### src/rtl/req_encoder8_3.sv
// Sequential 8-to-3 request encoder: latches falling edges on eight active-low
// request lines and presents them one at a time, highest index first, over VALID/ACK.
module req_encoder8_3 (
  input  logic       clk,
  input  logic       rst_n,
  input  logic [7:0] req_n,
  input  logic       ack,
  output logic [2:0] code,
  output logic       valid,
  output logic [3:0] pend_cnt,
  output logic       ovr
);

  localparam int unsigned N_REQ  = 8;
  localparam int unsigned CODE_W = 3;
  localparam int unsigned CNT_W  = 4;

  typedef enum logic {IDLE, PRESENT} state_t;

  state_t              state, state_nxt;
  logic [N_REQ-1:0]    req_d;
  logic [N_REQ-1:0]    pend, pend_nxt;
  logic [N_REQ-1:0]    rise, clr;
  logic [CODE_W-1:0]   code_nxt;
  logic                valid_nxt;
  logic [CNT_W-1:0]    pend_cnt_nxt;
  logic                ovr_nxt;

  function automatic logic [CODE_W-1:0] hi_idx(input logic [N_REQ-1:0] v);
    logic [CODE_W-1:0] idx;
    idx = '0;
    for (int i = 0; i < N_REQ; i++) begin
      if (v[i]) idx = CODE_W'(i);
    end
    return idx;
  endfunction

  function automatic logic [CNT_W-1:0] popcount(input logic [N_REQ-1:0] v);
    logic [CNT_W-1:0] cnt;
    cnt = '0;
    for (int i = 0; i < N_REQ; i++) begin
      cnt = cnt + CNT_W'(v[i]);
    end
    return cnt;
  endfunction

  // State and output registers; req_d resets high so a line held low at release counts.
  always_ff @(posedge clk or negedge rst_n) begin
    if (!rst_n) begin
      state    <= IDLE;
      req_d    <= '1;
      pend     <= '0;
      code     <= '0;
      valid    <= 1'b0;
      pend_cnt <= '0;
      ovr      <= 1'b0;
    end else begin
      state    <= state_nxt;
      req_d    <= req_n;
      pend     <= pend_nxt;
      code     <= code_nxt;
      valid    <= valid_nxt;
      pend_cnt <= pend_cnt_nxt;
      ovr      <= ovr_nxt;
    end
  end

  // Edge capture, acknowledge clear (a new edge wins over the clear) and handshake FSM.
  always_comb begin
    state_nxt = state;
    code_nxt  = code;
    valid_nxt = valid;
    clr       = '0;

    rise = req_d & ~req_n;
    if (state == PRESENT && ack) clr = N_REQ'(1) << code;

    pend_nxt     = (pend & ~clr) | rise;
    ovr_nxt      = |(rise & pend & ~clr);
    pend_cnt_nxt = popcount(pend_nxt);

    case (state)
      IDLE: begin
        if (|pend) begin
          code_nxt  = hi_idx(pend);
          valid_nxt = 1'b1;
          state_nxt = PRESENT;
        end
      end
      PRESENT: begin
        if (ack) begin
          valid_nxt = 1'b0;
          state_nxt = IDLE;
        end
      end
      default: begin
        valid_nxt = 1'b0;
        state_nxt = IDLE;
      end
    endcase
  end

endmodule

### config.mk
export PLATFORM = sky130hd
export DESIGN_NAME = req_encoder8_3
export DESIGN_NICKNAME = d
export VERILOG_FILES = /design/src/rtl/req_encoder8_3.sv
export SDC_FILE = /design/constraint.sdc
export NUM_CORES = 1
export LEC_CHECK = 0
export CORE_ASPECT_RATIO = 1.1
export CORE_MARGIN = 2
export CORE_UTILIZATION = 55
export CTS_CLUSTER_SIZE = 16
export DETAILED_ROUTE_END_ITERATION = 12
export GPL_TIMING_DRIVEN = 0
export PLACE_DENSITY = 0.83
export SYNTH_ARGS = -nofsm -noshare
export SYNTH_HDL_FRONTEND = slang
export SYNTH_SLANG_ARGS = --single-unit
### constraint.sdc
create_clock -name clk -period 6.5 [get_ports clk]
set_input_delay 1.3 -clock clk [delete_from_list [all_inputs] [get_ports clk]]
set_output_delay 1.3 -clock clk [all_outputs]
set_load 0.03 [all_outputs]
# After elaboration in Yosys (flattened, before gate mapping)
# Index checks and enable logic that the tools add are counted.
# word_totals
ff_bits,26
latch_bits,0
ramBits,0
romBits,0
in_bits,11
word_cells,44
memories,0
# classes
addsub,7
mul,0
div_mod_pow,0
n_lt_le_gt_ge,0
eq_ne,2
shift,1
mux,14
n_bitwise,8
reduce_logical,5
# op_table
cell,n
8-bit AND,4
3-bit two-way mux,6
4-bit by 1-bit adder with 4-bit output,4
8-bit NOT,2
8-bit OR reduction,2
8-bit two-way mux,1
8-bit bitwise OR,1
1-bit by 3-bit left shift with 8-bit output (first input constant),1
1-bit two-way mux,5
3-bit by 1-bit adder with 4-bit output,1
2-bit inequality test (second input constant),2
1-bit case mux with 2 select lines,2
2-bit AND reduction,2
2-bit by 1-bit adder with 3-bit output,1
1-bit by 1-bit adder with 2-bit output,1
1-bit logical AND,1
1-bit NOT,1

# Longest topological paths before layout
# logic_depth
ltp_word,12
ltp_mapped,13

# Least setup slack after synthesis
# Ideal clock, no wire load.
# synth_timing
kind,in2reg
startpoint,input port ack
endpoint,register pend_cnt[2]
setup_time_ps,123
t_arrival_ps,3932
path_slack_ps,2446
stages,12
path_cell_list,nand3_1 > o31ai_1 > nand2_1 > inv_1 > fa_1 > fa_1 > fa_1 > inv_1 > ha_1 > inv_1 > fa_1 > xnor2_1
# synth_between
elab_chain_cells,12
# synth_lines
element,line,source
from (decl),7,"input logic ack,"
1-bit logical AND,76,if (state == PRESENT && ack) clr = N_REQ'(1) << code;
8-bit two-way mux,76,
8-bit NOT,78,pend_nxt = (pend & ~clr) | rise;
8-bit AND,78,
8-bit bitwise OR,78,
net pend_nxt[1],22,"logic [N_REQ-1:0] pend, pend_nxt;"
1-bit by 1-bit adder with 2-bit output,42,cnt = cnt + CNT_W'(v[i]);
2-bit by 1-bit adder with 3-bit output,42,
3-bit by 1-bit adder with 4-bit output,42,
4-bit by 1-bit adder with 4-bit output (4 in series),42,
net pend_cnt_nxt[2],26,logic [CNT_W-1:0] pend_cnt_nxt;
to (signal assigned),63,pend_cnt <= pend_cnt_nxt;
to (decl),10,"output logic [3:0] pend_cnt,"
# The timed path passes the listed nets, and every way through them passes these cells.
# A chain may end at the register's enable or synchronous reset.

# Final worst setup path
# Same ends and word-level chain as after synthesis.

==> impl_results.md <==
* Number of global-route vias before repair at ~860
* Vias per Instance at 5.35
* Initial drt markers at 21
* Number of enable flip-flop cells after synthesis at 0
* Critical path's most frequent cell: fa_1
* Period minus WS final at 4.48 ns
* Place WS at around 1.7 ns
* CTS hold repair buffers at 0
* Via Count at 850
* Sinks on Clock Net at 26
* Top-level port count at 20
* Share of synthesized flip-flops with an asynchronous set or reset at 1.00
* Part of the Yosys area used for sequential elements at 0.564
* Count of synthesis-stage warnings from yosys at 0
* Worst path bufs/invs at 4
* Type of origin of the critical path: input pin
* DRT antenna net count at 0
* Number of buffers inserted to repair setup after CTS at 0
* Max-Slew Margin vs Limit at 0.277
* Maximum buffer depth of the clock tree at 2
* Total length of routed wires at 2070 um
* Total track usage at 0.212
* Worst Reg-to-Reg Cells at 12
* IR drop worst, VDD at 304 uV
* Global-route wire length before repair at 3660 um
* Cells traversed along the worst timing path: clkdlybuf4s50_1, nand3_1, o31ai_1, nand2_1, inv_1, fa_1, fa_1, fa_1, inv_1, ha_1, inv_1, fa_1, xnor2_1
* Cell taking the most area after synthesis: dfrtp_1
* Post-Synthesis Cells at 109
* Per-cell routed wire length at 13.0 um
* Maximum frequency from static timing analysis at 223 MHz
* Worst Hold Launch: valid
* Worst path arrival time at 4.71 ns
* Antenna diode count at 0
* Max H-tree Level at 1
* Fraction of the cycle the final worst path needs at 0.690
* Iteration count of the initial detailed-routing pass at 4
* Filler cell count at 166
* Layout cells sized above 1 at 0.0916
* Growth of design area from synthesis to finish at 21.2%
* RSZ-0062 raised after global routing: false
* # rows at 17
* Fraction of power consumed by combinational cells at 0.475
* TritonCTS buffer count at 3
* Min-Delay Endpoint: valid
* Pin count of the biggest net entering global routing at 27
* Worst hold stages at 1
* Clock group share of total power at 0.114
* Synthesized area per cell at 10.7 um2
* Worst skew pair latency at around 0.32 ns
* Final setup violating endpoints at 0
* Lkg Pwr at 0.618 nW
* Die extent in y at 52.4 um
* Final setup slack of the worst path at ~2.0 ns
* Fin Hold WS at 0.506 ns
* Total placed cells including tap cells at 156
* Maximum cell stage delay along the critical path at 0.50 ns
* Tightest Hold Check Type: flip-flop to flip-flop
* Area share of the largest cell type after synthesis at 0.385
* Most used standard cell by instance count after synthesis: dfrtp_1
* Die X at 48.0 um
* Largest fanout on the critical path at 4
* Total overflow reported by the global router at 0
* Biggest area contributors in the synthesized netlist: dfrtp_1, dfstp_2, fa_1
* Clock Tree Root: clkbuf_4
* Initial antenna violation count at 0
* Reported net switching power at approximately 230 uW
* Top Family by Delay on Critical Path: adder cells
* Syn Std Cell Area at between 0.001 and 0.0015 mm2
* Clock skew at 0.00358 ns
* Global placer's final weighted congestion at 0.861
* Count of maximum capacitance violations at 0
* Number of nets in the synthesized netlist at 127
* Total negative setup slack at 0 ns
* Internal power contribution at 350 uW
* Critical path start-end classification: input pin to flip-flop
* Net switching share of the total power at 0.401
* Area of the core at 0.00200 mm2
* Pwr dens at 412 mW/mm2
* DP Wirelength at 1600 um
* Startpoint of the worst register-to-register path: code[0]
* Data required time at the worst endpoint at ~6.7 ns
* Synthesis-stage register bit count at 26
* DRC viols at 0
* Actual transition at the worst max-transition pin at 1.08 ns
* Worst R2R End: pend_cnt[2]
* Reg power frac at 0.411
* Area enclosed by the die boundary at about 0.0025 mm2
* Hold Fails Final Rpt at 0
* Clock-pin transition on the worst setup and hold timing paths at 0.13 ns
* Number of distinct library cells after synthesis at 24
* Result of the run: finished clean
* Nets at 151
* Max Transition Viols Final at 0
* Category of the worst setup path capture point: flip-flop
* Worst setup slack for register-to-register paths at 2.99 ns
* Top cell types by occurrence after synthesis: dfrtp_1, inv_1, nand2_1
* Port Buffer Count at 19
* Final non-filler cell total at 159
* Total of cells resized after clock tree synthesis at 0
* Top FF cell, synth: dfrtp_1
* Initial core utilization at 0.586
* Clock tree from TritonCTS: yes
* Slowest CP cell: clkdlybuf4s50_1
## worst register-to-register path, delay by kind of cell (launching register included)
kind	cells	cell delay, ns
buf+inv	3	0.21
simple gates	2	0.32
fa+ha+maj	5	1.93
flops	1	0.48
compound gates	1	0.34
xor+xnor	1	0.13
## power by group through the flow
| stage | sequential [mW] | clock [mW] | combinational, mW |
|---|---|---|---|
| detailed placement | 0.244 | 0 | 0.279 |
| global route | 0.246 | 0.0736 | 0.317 |
| global placement | 0.241 | 0 | 0.269 |
| finish | 0.240 | 0.0667 | 0.278 |
| floorplan | 0.284 | 0 | 0.140 |
| CTS | 0.240 | 0.0688 | 0.280 |
## layout make-up
cell class | instances | area, um2 | share of cell area
Clock buffer | 3 | 22.5 | 0.0159
Inverter | 16 | 60.1 | 0.0423
Multi-Input combinational cell | 67 | 450 | 0.317
Sequential cell | 26 | 661 | 0.466
Tap cell | 28 | 35.0 | 0.0247
Timing Repair Buffer | 19 | 190 | 0.134
## routing by layer
| layer | vias to the layer above | GRT usage | share of wire |
|---|---|---|---|
| li1 | 403 | - | - |
| met1 | 408 | 0.279 | 0.41 |
| met2 | 34 | 0.336 | 0.51 |
| met3 | 5 | 0.0276 | 0.059 |
| met4 | 0 | 0.108 | 0.022 |
| met5 | - | 0 | 0 |
## per-stage QoR
stage,utilization,power [mW],cell area [um2]
after floorplan,-,0.424,1170
after global placement,0.698,0.510,1400
after detailed placement,0.698,0.522,1400
after CTS,0.710,0.589,1420
after global routing,0.710,0.637,1420
final,0.710,0.584,1420
## registers in the layout, indices dropped and copies added (netlist names)
signal	count
ovr	1
req_d	8
pend	8
pend_cnt	4
valid	1
state	1
code	3
## cell families after synthesis
kind of cell	Yosys count	share of synthesized area
adders and majority gates	7	0.100
xor gates and xnor gates	1	0.00748
and+or+nand+nor	38	0.162
AOI/OAI and AO/OA	21	0.114
buffers and inverters	16	0.0513
DFF	26	0.564
## how the worst max path moves through the flow
stage          from           to  slack (ns)  depth (start not counted)
3_3_place_gp    ack  pend_cnt[2]        1.75                         13
6_report        ack  pend_cnt[2]        2.02                         13
5_1_grt         ack  pend_cnt[2]        1.80                         13
2_1_floorplan   ack  pend_cnt[2]        2.45                         12
3_5_place_dp    ack  pend_cnt[2]        1.69                         13
4_1_cts         ack  pend_cnt[2]        2.04                         13
## cell usage in the layout (no fill, tap or decap), drive strengths merged
cell type      instances
ha                     3
xnor2                  1
a21oi                  6
dfstp                  8
nand3                  2
nand2b                 9
nand2                 11
nor3                   2
clkdlybuf4s50         19
o31ai                  3
clkbuf                 3
nor2                   6
o21bai                 1
o21ai                  4
o2111ai                1
dfrtp                 18
nor2b                  3
o22ai                  2
o22a                   1
inv                   16
and2                   3
nor4                   2
fa                     4
o21a                   1
a21o                   2
No activity file was read; power rests on OpenSTA's default activity.
